--- config.mk ---
export PLATFORM = sky130hd
export DESIGN_NAME = dot_product_accumulator
export DESIGN_NICKNAME = d
export VERILOG_FILES = /design/src/rtl/dot_product_accumulator.sv
export SDC_FILE = /design/constraint.sdc
export NUM_CORES = 1
export LEC_CHECK = 0
export BUFFER_PORTS_ARGS = -buffer_cell sky130_fd_sc_hd__buf_2
export CAP_MARGIN = 20
export CORE_UTILIZATION = 50
export DETAILED_ROUTE_END_ITERATION = 8
export HOLD_SLACK_MARGIN = 0.08
export PLACE_DENSITY = 0.71
export SETUP_SLACK_MARGIN = 0.5
export SYNTH_ARGS = -nofsm -noshare
export SYNTH_HDL_FRONTEND = slang
export SYNTH_SLANG_ARGS = --single-unit
--- constraint.sdc ---
create_clock -name clk_in -period 5.1 [get_ports clk_in]
set_input_delay 1.02 -clock clk_in [delete_from_list [all_inputs] [get_ports clk_in]]
set_output_delay 1.02 -clock clk_in [all_outputs]
set_load 0.03 [all_outputs]
--- src/rtl/dot_product_accumulator.sv ---
// ---------------------------------------------------------------------------
// dot_product_accumulator
//
// Sums a programmable number of unsigned products, one per handshake, into a
// saturating accumulator. The finished sum is then offered on a separate
// valid/ready result channel. It sits directly after the array multiplier and
// turns it into a dot-product / MAC datapath.
//
// Parameters
//   MUL_WIDTH  operand width of the upstream multiplier (product = 2*MUL_WIDTH)
//   ACC_WIDTH  accumulator / result width, must be >= 2*MUL_WIDTH
//   CNT_WIDTH  width of the term-count field
//
// Ports
//   clk_in         single clock, rising edge
//   rst_in         synchronous active-high reset
//   len_in         terms per dot product, sampled on the first accepted term
//                  (0 behaves as 1)
//   p_valid_in     product on p_in is valid
//   p_in           unsigned product
//   p_ready_out    product accepted when p_valid_in is also high
//   acc_valid_out  acc_out / ovf_out hold a finished result
//   acc_out        accumulated sum (saturated)
//   ovf_out        sum saturated somewhere in this dot product
//   acc_ready_in   downstream takes the result
//   busy_out       dot product in progress or result pending
// ---------------------------------------------------------------------------
module dot_product_accumulator #(
    parameter int MUL_WIDTH = 4,
    parameter int ACC_WIDTH = 16,
    parameter int CNT_WIDTH = 8
) (
    input  logic                   clk_in,
    input  logic                   rst_in,
    input  logic [CNT_WIDTH-1:0]   len_in,
    input  logic                   p_valid_in,
    input  logic [2*MUL_WIDTH-1:0] p_in,
    output logic                   p_ready_out,
    output logic                   acc_valid_out,
    output logic [ACC_WIDTH-1:0]   acc_out,
    output logic                   ovf_out,
    input  logic                   acc_ready_in,
    output logic                   busy_out
);

    localparam int P_WIDTH = 2 * MUL_WIDTH;

    typedef enum logic [1:0] {
        IDLE  = 2'd0,
        ACCUM = 2'd1,
        HOLD  = 2'd2
    } state_t;

    state_t                 state_reg, state_next;
    logic [ACC_WIDTH-1:0]   acc_reg,   acc_next;
    logic [CNT_WIDTH-1:0]   cnt_reg,   cnt_next;
    logic [CNT_WIDTH-1:0]   len_reg,   len_next;
    logic                   ovf_reg,   ovf_next;

    logic                   p_ready_int;
    logic                   acc_valid_int;
    logic [CNT_WIDTH-1:0]   len_eff;
    logic [ACC_WIDTH-1:0]   p_ext;
    logic [ACC_WIDTH:0]     sum_wide;   // one extra bit to expose the carry-out

    // A requested length of zero is folded to a single term.
    assign len_eff  = (len_in == '0) ? CNT_WIDTH'(1) : len_in;
    assign p_ext    = ACC_WIDTH'(p_in);
    assign sum_wide = {1'b0, acc_reg} + (ACC_WIDTH + 1)'(p_in);

    // -----------------------------------------------------------------------
    // State and datapath registers
    // -----------------------------------------------------------------------
    always_ff @(posedge clk_in) begin
        if (rst_in) begin
            state_reg <= IDLE;
            acc_reg   <= '0;
            cnt_reg   <= '0;
            len_reg   <= '0;
            ovf_reg   <= 1'b0;
        end else begin
            state_reg <= state_next;
            acc_reg   <= acc_next;
            cnt_reg   <= cnt_next;
            len_reg   <= len_next;
            ovf_reg   <= ovf_next;
        end
    end

    // -----------------------------------------------------------------------
    // Next-state, datapath update and handshake outputs
    // -----------------------------------------------------------------------
    always_comb begin
        state_next    = state_reg;
        acc_next      = acc_reg;
        cnt_next      = cnt_reg;
        len_next      = len_reg;
        ovf_next      = ovf_reg;
        p_ready_int   = 1'b0;
        acc_valid_int = 1'b0;

        case (state_reg)
            IDLE: begin
                p_ready_int = 1'b1;
                if (p_valid_in) begin
                    // First term starts a fresh sum; it cannot overflow since
                    // the accumulator is at least as wide as a product.
                    len_next   = len_eff;
                    acc_next   = p_ext;
                    cnt_next   = CNT_WIDTH'(1);
                    ovf_next   = 1'b0;
                    state_next = (len_eff == CNT_WIDTH'(1)) ? HOLD : ACCUM;
                end
            end

            ACCUM: begin
                p_ready_int = 1'b1;
                if (p_valid_in) begin
                    cnt_next = cnt_reg + CNT_WIDTH'(1);
                    // Once saturated, the sum is pinned at all ones for the
                    // rest of this dot product.
                    if (ovf_reg || sum_wide[ACC_WIDTH]) begin
                        acc_next = '1;
                        ovf_next = 1'b1;
                    end else begin
                        acc_next = sum_wide[ACC_WIDTH-1:0];
                    end
                    if (cnt_reg == (len_reg - CNT_WIDTH'(1))) begin
                        state_next = HOLD;
                    end
                end
            end

            HOLD: begin
                acc_valid_int = 1'b1;
                if (acc_ready_in) begin
                    state_next = IDLE;
                end
            end

            default: begin
                state_next = IDLE;
            end
        endcase
    end

    // Outputs are forced quiet while reset is asserted so that a handshake
    // coinciding with reset is never seen as a transfer by either neighbour.
    assign p_ready_out   = p_ready_int & ~rst_in;
    assign acc_valid_out = acc_valid_int & ~rst_in;
    assign acc_out       = rst_in ? '0 : acc_reg;
    assign ovf_out       = ovf_reg & ~rst_in;
    assign busy_out      = (state_reg != IDLE) & ~rst_in;

endmodule

==> results.json <==
{
  "netlist.area_leader.share_pct": 30.01,
  "cts_tree": "done",
  "yosysUniqueCellTypes": 53,
  "yosys_warnings": 0,
  "antenna_found_initial": 0,
  "min_path_type": "flip-flop to flip-flop",
  "grt-ovfl-total": 0,
  "period_needed_ns": 2.975,
  "nets": 366,
  "track_usage_pct": 24.33,
  "setup_viol": 0,
  "coreArea_um2": 4414,
  "seqPwrFrac_pct": 45.9,
  "hold_violations": 0,
  "hpwl_um": 4031,
  "antenna_left": 0,
  "pin_count": 40,
  "die_w_um": 70.34,
  "r2r_slack_ns": 2.74,
  "totalWireLength_um": 5557,
  "synthTopCellsByArea": "dfxtp_1 30%, nand2_1 5.9%, ha_1 5.4%",
  "grt_pass1_wl_um": 9577,
  "critPathCaptureType": "output port",
  "place_inst": 380,
  "grt_setup_unrepaired": "false",
  "firstDrtPassIters": 4,
  "fmax_mhz": 336.1,
  "pwr-share-comb_pct": 22.0,
  "synth_ff_type": "dfxtp_1",
  "die_area_um2": 4947,
  "start_util_pct": 52.89,
  "drv_slew": 0,
  "synth_most_common_cell": "nand2_1",
  "required_ns": 4.08,
  "synth_top_area_cell": "dfxtp_1",
  "crit_path_frequent_cell": "buf_2",
  "antenna_cells": 0,
  "final_cell_count_no_fill": 387,
  "clk_latency_ns": 0.29,
  "cp.buffers_inverters": 2,
  "htree_levels": 2,
  "cp_top_family": "buffers and inverters",
  "start_kind": "primary input",
  "arrival_ns": 1.95,
  "gp_congestion": 0.8211,
  "drt-wirelength-per-cell_um": 14.36,
  "whs_ns": 0.4749,
  "path_cells": "buf_2 > nor2_1 > buf_2",
  "tns_ns": 0,
  "clk_pin_slew_ns": 0.07,
  "grt_pass1_vias": 2109,
  "route.detailed.drc": 0,
  "io_buffers": 39,
  "final_area_um2": 2630,
  "synth-seq-area-share_pct": 30.01,
  "ir_worst_vdd_uv": 129.0,
  "place_ws_ns": 1.955,
  "critPathSlowestCell": "buf_2",
  "grt_max_degree": 37,
  "crit_type": "primary input to output port",
  "synthTopCellsByCount": "37 x nand2_1, 35 x dfxtp_1, 26 x nor2_1, 21 x a21oi_1",
  "cts_buffer_depth": 2,
  "largest_register_ffs": 16,
  "p_clk_share_pct": 32.2,
  "rows": 24,
  "via_count": 2243,
  "drt_iter0_markers": 140,
  "p_int_uw": 448.9,
  "cts_setup_buffers": 0,
  "ctsHoldBuffers": 0,
  "fin_ws_ns": 2.125,
  "area_growth_pct": 12.65,
  "syn-cell-area_um2": 2335,
  "placed_area_um2": 2542,
  "p_leak_nw": 1.120,
  "fp.dieH_um": 70.34,
  "ys_async_sr_fraction_pct": 0,
  "cts_root_buf": "clkbuf_8",
  "worst_pin_slew_ns": 0.6615,
  "cpPeakStageDelay_ns": 0.52,
  "synth_fp_nets": 334,
  "ys_seq_elements": 35,
  "maxCapViolCount": 0,
  "drive_gt1_share_pct": 16.12,
  "switching_share_pct": 30.67,
  "p_switching_uw": 198.6,
  "synth_edf_count": 0,
  "cts_buffers": 5,
  "cts_num_sinks": 35,
  "cts_resized": 0,
  "status": "finished, final reports clean",
  "maxSlewHeadroom_pct": 55.90,
  "syn_inst": 303,
  "min_period_over_period_pct": 58.33,
  "avgSynthCellArea_um2": 7.705,
  "routed_via_density": 5.796,
  "powerDensity_nw_per_um2": 246.2,
  "crit_fanout": 36,
  "worst_clock_skew_ns": 0.005743
}
[per-layer routing]
layer / GRT usage, % / share of wire, %
met5: 0 / 0
met4: 7.778 / 1.5
met3: 5.483 / 6.0
met2: 39.58 / 46
met1: 31.72 / 46
[area by class of cell]
type / count / area [µm²]
fillers: 443 / 1784
inverters: 12 / 45.04
clock buffers: 6 / 82.58
well taps: 52 / 65.06
repair buffers: 40 / 202.7
flip-flops and latches: 35 / 700.7
clock inverters: 1 / 5.005
multi-input cells: 241 / 1529
[metrics by stage]
stage,total power [mW],utilization (%)
floorplan,0.4091,-
global placement,0.4410,57.60
detailed placement,0.4443,57.60
CTS,0.6542,59.58
global route,0.6845,59.58
finish,0.6475,59.58
[placed cells by master (no fill, tap or decap), drive strengths merged, types with 3 or more instances in the layout]
| master | n |
|---|---|
| nand4 | 8 |
| a21oi | 21 |
| nand2b | 7 |
| xnor2 | 7 |
| o21a | 3 |
| dfxtp | 35 |
| nand2 | 37 |
| o31ai | 3 |
| and3 | 4 |
| clkbuf | 6 |
| o211ai | 3 |
| nor3 | 10 |
| nor2 | 26 |
| inv | 12 |
| o21bai | 4 |
| a21o | 4 |
| nor2b | 14 |
| nor3b | 4 |
| or3 | 5 |
| ha | 10 |
| nand3 | 8 |
| buf | 40 |
| o221ai | 6 |
| xor2 | 10 |
| o21ai | 15 |
[worst min-delay path: stages, from the launching register on]
cell     delay, ns
dfxtp_1       0.33
nand2_1       0.05
a21oi_1       0.05
[kinds of logic after synthesis]
family | Yosys count | synth area share, %
buf+inv | 27 | 4.502
flops | 35 | 30.01
fa+ha+maj | 11 | 6.217
mux | 1 | 0.4287
compound gates | 78 | 23.37
xor+xnor | 17 | 6.377
simple gates | 134 | 29.10
[final timing paths]
kind	start	depth (start not counted)	end
setup / recovery	rst_in	3	p_ready_out
hold / removal	len_reg[7]	2	len_reg[7]
setup reg to reg	acc_reg[0]	9	acc_reg[0]
hold reg to reg	len_reg[7]	2	len_reg[7]
[power by group through the flow]
| stage | clock network [mW] | logic [mW] | registers, mW |
|---|---|---|---|
| 2_1_floorplan | 0 | 0.112 | 0.297 |
| 3_3_place_gp | 0 | 0.138 | 0.303 |
| 3_5_place_dp | 0 | 0.141 | 0.303 |
| 4_1_cts | 0.215 | 0.142 | 0.297 |
| 5_1_grt | 0.227 | 0.159 | 0.299 |
| 6_report | 0.208 | 0.142 | 0.297 |
No activity file was read; power rests on OpenSTA's default activity.
